## config.mk

```make
export PLATFORM = sky130hd
export DESIGN_NAME = retime_ctrl
export DESIGN_NICKNAME = d
export VERILOG_FILES = /design/src/rtl/retime_pkg.sv /design/src/rtl/retime_mis_det.sv /design/src/rtl/retime_ctrl.sv
export SDC_FILE = /design/constraint.sdc
export NUM_CORES = 1
export LEC_CHECK = 0
export CAP_MARGIN = 20
export CORE_MARGIN = 2
export CORE_UTILIZATION = 55
export CTS_CLUSTER_SIZE = 28
export DETAILED_ROUTE_END_ITERATION = 16
export GPL_ROUTABILITY_DRIVEN = 0
export GPL_TIMING_DRIVEN = 1
export PLACE_DENSITY_LB_ADDON = 0.12
export SYNTH_ARGS = -nofsm -noshare
export SYNTH_HDL_FRONTEND = slang
export SYNTH_SLANG_ARGS = --single-unit
```

## constraint.sdc

```tcl
create_clock -name clk -period 3.2 [get_ports clk]
set_clock_uncertainty 0.15 [all_clocks]
set_input_delay 0.64 -clock clk [delete_from_list [all_inputs] [get_ports clk]]
set_output_delay 0.64 -clock clk [all_outputs]
set_load 0.01 [all_outputs]
```

## src/rtl/retime_pkg.sv

```systemverilog
// Shared definitions for the reference retiming controller: FSM states and
// default window/threshold/blanking constants.
package retime_pkg;

    localparam int WIN_DEF   = 16;
    localparam int THR_DEF   = 4;
    localparam int BLANK_DEF = 8;

    typedef enum logic [1:0] {
        ST_IDLE,
        ST_ACQ,
        ST_TRACK,
        ST_BLANK
    } state_t;

endpackage

```

## src/rtl/retime_mis_det.sv

```systemverilog
// Rise detection on both retimed references and classification of each
// selected rise as a match or mismatch against the other retiming edge.
module retime_mis_det (
    input  logic clk,
    input  logic rst,
    input  logic sel_neg,
    input  logic track,
    input  logic fref_p,
    input  logic fref_n,
    output logic rs,
    output logic mis
);

    logic p_q;
    logic n_q;
    logic rp;
    logic rn;
    logic rp_d;
    logic rn_d;
    logic ro;
    logic ro_d;
    logic hit_q;
    logic pending;

    assign rp   = fref_p & ~p_q;
    assign rn   = fref_n & ~n_q;
    assign rs   = sel_neg ? rn : rp;
    assign ro   = sel_neg ? rp : rn;
    assign ro_d = sel_neg ? rp_d : rn_d;

    // hit_q remembers whether the other edge was seen in the rise cycle or
    // the one before; the cycle after only needs to check ro itself.
    always_ff @(posedge clk) begin
        if (rst) begin
            p_q     <= 1'b0;
            n_q     <= 1'b0;
            rp_d    <= 1'b0;
            rn_d    <= 1'b0;
            hit_q   <= 1'b0;
            pending <= 1'b0;
        end else begin
            p_q   <= fref_p;
            n_q   <= fref_n;
            rp_d  <= rp;
            rn_d  <= rn;
            hit_q <= ro | ro_d;
            if (!track || pending)
                pending <= 1'b0;
            else
                pending <= rs;
        end
    end

    assign mis = track & pending & ~(hit_q | ro);

endmodule

```

## src/rtl/retime_ctrl.sv

```systemverilog
// Retiming edge controller: tracks reference edges per window, switches the
// retiming edge on excessive mismatches and reports lock and statistics.
module retime_ctrl
    import retime_pkg::*;
#(
    parameter int WIN   = WIN_DEF,
    parameter int THR   = THR_DEF,
    parameter int BLANK = BLANK_DEF,
    parameter int CNT_W = 8
) (
    input  logic             clk,
    input  logic             rst,
    input  logic             en,
    input  logic             fref_p,
    input  logic             fref_n,
    output logic             ckr_en,
    output logic             sel_neg,
    output logic             locked,
    output logic [CNT_W-1:0] mism_cnt
);

    localparam int EW = $clog2(WIN + 1);
    localparam int MW = $clog2(THR + 1);
    localparam int BW = $clog2(BLANK + 1);

    localparam logic [EW-1:0] WIN_C      = EW'(WIN);
    localparam logic [MW-1:0] THR_C      = MW'(THR);
    localparam logic [BW-1:0] BLANK_LAST = BW'(BLANK - 1);

    state_t state;
    state_t state_n;

    logic [EW-1:0]    edge_cnt;
    logic [EW-1:0]    edge_n;
    logic [EW-1:0]    edge_inc;
    logic [MW-1:0]    win_mis;
    logic [MW-1:0]    wmis_n;
    logic [MW-1:0]    wmis_inc;
    logic [BW-1:0]    blank_cnt;
    logic [BW-1:0]    blank_n;
    logic             acq_cnt;
    logic             acq_n;
    logic             sel_n;
    logic             locked_n;
    logic             ckr_n;
    logic [CNT_W-1:0] mism_n;
    logic             track;
    logic             rs;
    logic             mis;

    assign track = (state == ST_TRACK) & en;

    retime_mis_det u_mis_det (
        .clk     (clk),
        .rst     (rst),
        .sel_neg (sel_neg),
        .track   (track),
        .fref_p  (fref_p),
        .fref_n  (fref_n),
        .rs      (rs),
        .mis     (mis)
    );

    always_ff @(posedge clk) begin
        if (rst) begin
            state     <= ST_IDLE;
            edge_cnt  <= '0;
            win_mis   <= '0;
            blank_cnt <= '0;
            acq_cnt   <= 1'b0;
            sel_neg   <= 1'b0;
            locked    <= 1'b0;
            ckr_en    <= 1'b0;
            mism_cnt  <= '0;
        end else begin
            state     <= state_n;
            edge_cnt  <= edge_n;
            win_mis   <= wmis_n;
            blank_cnt <= blank_n;
            acq_cnt   <= acq_n;
            sel_neg   <= sel_n;
            locked    <= locked_n;
            ckr_en    <= ckr_n;
            mism_cnt  <= mism_n;
        end
    end

    // A mismatch landing in the same cycle as a window end is folded into
    // wmis_inc first, so the switch decision always sees it.
    always_comb begin
        state_n  = state;
        edge_n   = edge_cnt;
        wmis_n   = win_mis;
        blank_n  = blank_cnt;
        acq_n    = acq_cnt;
        sel_n    = sel_neg;
        locked_n = locked;
        ckr_n    = 1'b0;
        mism_n   = mism_cnt;
        edge_inc = edge_cnt + EW'(rs);
        wmis_inc = win_mis + MW'(mis);

        if (mis && !(&mism_cnt))
            mism_n = mism_cnt + CNT_W'(1);

        if (!en) begin
            state_n = ST_IDLE;
            edge_n  = '0;
            wmis_n  = '0;
            blank_n = '0;
            acq_n   = 1'b0;
        end else begin
            case (state)
                ST_IDLE: begin
                    state_n = ST_ACQ;
                    acq_n   = 1'b0;
                end
                ST_ACQ: begin
                    if (rs) begin
                        if (acq_cnt) begin
                            state_n = ST_TRACK;
                            acq_n   = 1'b0;
                        end else begin
                            acq_n = 1'b1;
                        end
                    end
                end
                ST_TRACK: begin
                    ckr_n  = rs;
                    edge_n = edge_inc;
                    wmis_n = wmis_inc;
                    if (wmis_inc >= THR_C) begin
                        sel_n    = ~sel_neg;
                        locked_n = 1'b0;
                        edge_n   = '0;
                        wmis_n   = '0;
                        blank_n  = '0;
                        ckr_n    = 1'b0;
                        state_n  = ST_BLANK;
                    end else if (edge_inc == WIN_C) begin
                        locked_n = (wmis_inc == '0);
                        edge_n   = '0;
                        wmis_n   = '0;
                    end
                end
                ST_BLANK: begin
                    if (blank_cnt == BLANK_LAST) begin
                        blank_n = '0;
                        acq_n   = 1'b0;
                        state_n = ST_ACQ;
                    end else begin
                        blank_n = blank_cnt + BW'(1);
                    end
                end
                default: begin
                    state_n = ST_IDLE;
                end
            endcase
        end
    end

endmodule

```

==> results of run 1 <==
-- report_power, final --
| group | leakage [nW] | switching [mW] | internal, mW |
|---|---|---|---|
| clock | 0.0281 | 0.131 | 0.0809 |
| combinational | 0.416 | 0.0296 | 0.0232 |
| sequential | 0.259 | 0.00383 | 0.404 |
-- metrics by stage --
step,hold WS [ps],setup WS [ps]
finish,295,241
floorplan,251,381
global route,322,23.0
global placement,272,71.8
CTS,298,266
detailed placement,284,-31.6
-- sequential cells by signal (all words and copies together) (netlist names), 2 cells and up --
signal / count
mism_cnt: 8
win_mis: 3
state: 2
blank_cnt: 4
edge_cnt: 5
-- worst max path at each step --
| stage | endpoint | cells after the start |
|---|---|---|
| floorplan | blank_cnt[3]$_SDFFE_PP0P_ | 10 |
| CTS | blank_cnt[3]$_SDFFE_PP0P_ | 11 |
| global placement | blank_cnt[3]$_SDFFE_PP0P_ | 10 |
| global route | blank_cnt[3]$_SDFFE_PP0P_ | 11 |
| detailed placement | blank_cnt[3]$_SDFFE_PP0P_ | 10 |
| finish | blank_cnt[3]$_SDFFE_PP0P_ | 11 |
-- metal layers --
layer	vias to the layer above	GRT usage	routed length, um
met5	-	0	0
met2	22	0.344	1560
met3	7	0.0536	104
li1	686	-	-
met4	0	0.113	57
met1	624	0.264	1500
-- cell usage after synthesis, drive strengths merged --
cell type / n / area share
nor4: 2 / 0.0078
a22oi: 1 / 0.0047
a31oi: 2 / 0.0078
a21o: 2 / 0.0093
and2: 1 / 0.0039
nand4: 1 / 0.0039
nand3: 7 / 0.022
a22o: 5 / 0.027
a211o: 1 / 0.0054
mux2: 1 / 0.0070
xor2: 2 / 0.016
nor3: 3 / 0.0093
inv: 7 / 0.016
or3: 5 / 0.019
o2bb2ai: 1 / 0.0054
and3: 1 / 0.0039
ha: 10 / 0.078
dfxtp: 32 / 0.40
or4: 6 / 0.028
a32oi: 1 / 0.0054
o211a: 1 / 0.0062
nor2: 8 / 0.019
and3b: 1 / 0.0054
mux2i: 3 / 0.019
nand2b: 2 / 0.0078
a211oi: 1 / 0.0047
a21oi: 18 / 0.056
buf: 6 / 0.036
xnor2: 3 / 0.016
nor3b: 2 / 0.012
o21ai: 8 / 0.025
nand2: 11 / 0.026
nor2b: 7 / 0.027
o31ai: 3 / 0.014
nand3b: 2 / 0.0093
o41ai: 2 / 0.011
a21boi: 1 / 0.0047
o21a: 1 / 0.0047
clkbuf: 1 / 0.0023
nand4b: 3 / 0.016
-- final cells by class --
| cell class | instances | area share |
|---|---|---|
| Sequential cell | 32 | 0.349 |
| Inverter | 7 | 0.0143 |
| Clock buffer | 6 | 0.0225 |
| Multi-Input combinational cell | 129 | 0.480 |
| Timing Repair Buffer | 22 | 0.110 |
| Tap cell | 31 | 0.0211 |
| Clock inverter | 1 | 0.00273 |
-- logic make-up (layout without fill, tap and decap cells) --
logic type                 after synthesis  in the layout  share of synthesized area
muxes                                    4              4                     0.0257
xor gates and xnor gates                 5              5                     0.0319
DFF                                     32             32                      0.398
buffers and inverters                   14             36                     0.0544
AOI/OAI and AO/OA                       48             48                      0.191
and+or+nand+nor                         62             62                      0.221
adders and majority gates               10             10                     0.0778
-- critical path, cell delays in order, from the launching register on --
cell      delay [ps]
dfxtp_1          340
inv_1            110
ha_1             390
nand4b_1         140
a211o_1          270
inv_1             90
ha_1             150
ha_1             230
xor2_2           240
mux2i_1          130
or4_1            500
a21oi_1          160
==> load_flow_metrics.sql, run 1 <==
INSERT INTO impl_metrics (metric_group, metric, value, unit) VALUES
('run_status', 'status', 'completed', ''),
('timing', 'number_of_pins_with_negative_max_slew_slack_in_the_final_report', '0', ''),
('timing', 'rsz0062_at_grt', 'false', ''),
('grt', 'grt_first_pass_wirelength', '5540', 'um'),
('setup_path', 'cp_data_arrival_time', '3070', 'ps'),
('timing', 'final_min_period_over_clock_period', '0.925', ''),
('hold_path', 'min-delay-start', 'u_mis_det.pending$_SDFF_PP0_', ''),
('synth', 'synth-seq-cells', '32', ''),
('detailed_routing', 'via_per_inst', '5.87', ''),
('floorplan', 'io-pin-count', '16', ''),
('placement', 'hpwlAfterDp', '2390', 'um'),
('final_layout', 'area_growth_syn_to_layout', '14.1', '%'),
('flow_run', 'cap_viol_max_count', '0', ''),
('synth', 'yosysWarningCount', '0', ''),
('final_layout', 'fillers', '248', ''),
('hold_path', 'worstHoldPathType', 'reg2reg', ''),
('setup_path', 'worst_r2r_path_depth', '11', ''),
('setup_path', 'required_time_reported_for_the_critical_path_endpoint', '3310', 'ps'),
('detailed_routing', 'wl_per_cell', '14.1', 'um'),
('floorplan', 'coreArea', '0.00276', 'mm^2'),
('timing', 'worstMarginPinSlew', '566', 'ps'),
('pwr', 'leak_pwr', '0.704', 'nW'),
('cts', 'cts.sinks', '32', ''),
('placement', 'dp_cell_count', '221', ''),
('detailed_routing', 'route.final.wire_length', '3220', 'um'),
('final_layout', 'multi_input_area', '881', 'um^2'),
('timing', 'finalSetupTns', '0', 'ps'),
('floorplan', 'die_h', '58.1', 'um'),
('setup_path', 'crit_path_max_fanout', '10', ''),
('pwr', 'total_power', '0.673', 'mW'),
('timing', 'fmax', '338', 'MHz'),
('floorplan', 'chipWidth', '58.1', 'um'),
('detailed_routing', 'number_of_drc_violations_after_detailed_routing', '0', ''),
('synth', 'syn_inst', '175', ''),
('timing', 'final_hold_violation_count', '0', ''),
('hold_path', 'hold-path-cell-count', '1', ''),
('final_layout', 'num-nets-final', '212', ''),
('setup_path', 'critical_path.reg2reg.endpoint', 'blank_cnt[3]$_SDFFE_PP0P_', ''),
('final_layout', 'final_util', '0.666', ''),
('setup_path', 'setup.worst_path.end_class', 'register', ''),
('placement', 'placed_cell_area', '0.00179', 'mm^2'),
('synth', 'netlist_area', '0.00161', 'mm^2'),
('setup_path', 'rr_startpoint', 'state[0]$_SDFFE_PP0P_', ''),
('pwr', 'ir_worst_vdd', '0.000275', 'V'),
('cts', 'clk_pin_slew', '100', 'ps'),
('setup_path', 'worst-r2r-setup-slack', '240', 'ps'),
('timing', 'finalWorstPathRequiredPeriod', '2960', 'ps'),
('synth', 'seq_area_frac_synth', '0.398', ''),
('cts', 'cts.repair.resized', '0', ''),
('cts', 'cts.path.max_buffers', '2', ''),
('cts', 'cts_tree', 'yes', ''),
('setup_path', 'startpoint', 'state[0]$_SDFFE_PP0P_', ''),
('final_layout', 'insertedDiodeCount', '0', ''),
('cts', 'h_tree_levels', '2', ''),
('detailed_routing', 'drtIter0Drc', '56', ''),
('cts', 'cts.hold.buffers_added', '0', ''),
('grt', 'grt_pass1_vias', '1293', ''),
('detailed_routing', 'drt.antenna.violating_nets', '0', ''),
('detailed_routing', 'via_count', '1339', ''),
('final_layout', 'layout.cells.most_common', 'dfxtp_1', ''),
('cts', 'cts-root-buf', 'clkbuf_4', ''),
('grt', 'grt-ovfl-total', '0', ''),
('timing', 'setup_viol', '0', ''),
('timing', 'slew-limit-headroom', '0.621', ''),
('final_layout', 'register_area', '641', 'um^2'),
('final_layout', 'post_layout_nonfiller_instances', '228', ''),
('final_layout', 'design_area', '0.00184', 'mm^2'),
('synth', 'syn_nets', '190', ''),
('grt', 'gr-usage-all-layers', '0.214', ''),
('placement', 'port_buffers', '15', ''),
('floorplan', 'start_util', '0.583', '');
Note: power is estimated with default switching activity, not from simulation.
==> run 2: changes to the inputs <==
Settings changed: SLEW_MARGIN set to 20.
==> results of run 2 <==
The final DEF is identical to that of run 1; final timing and power are the same.
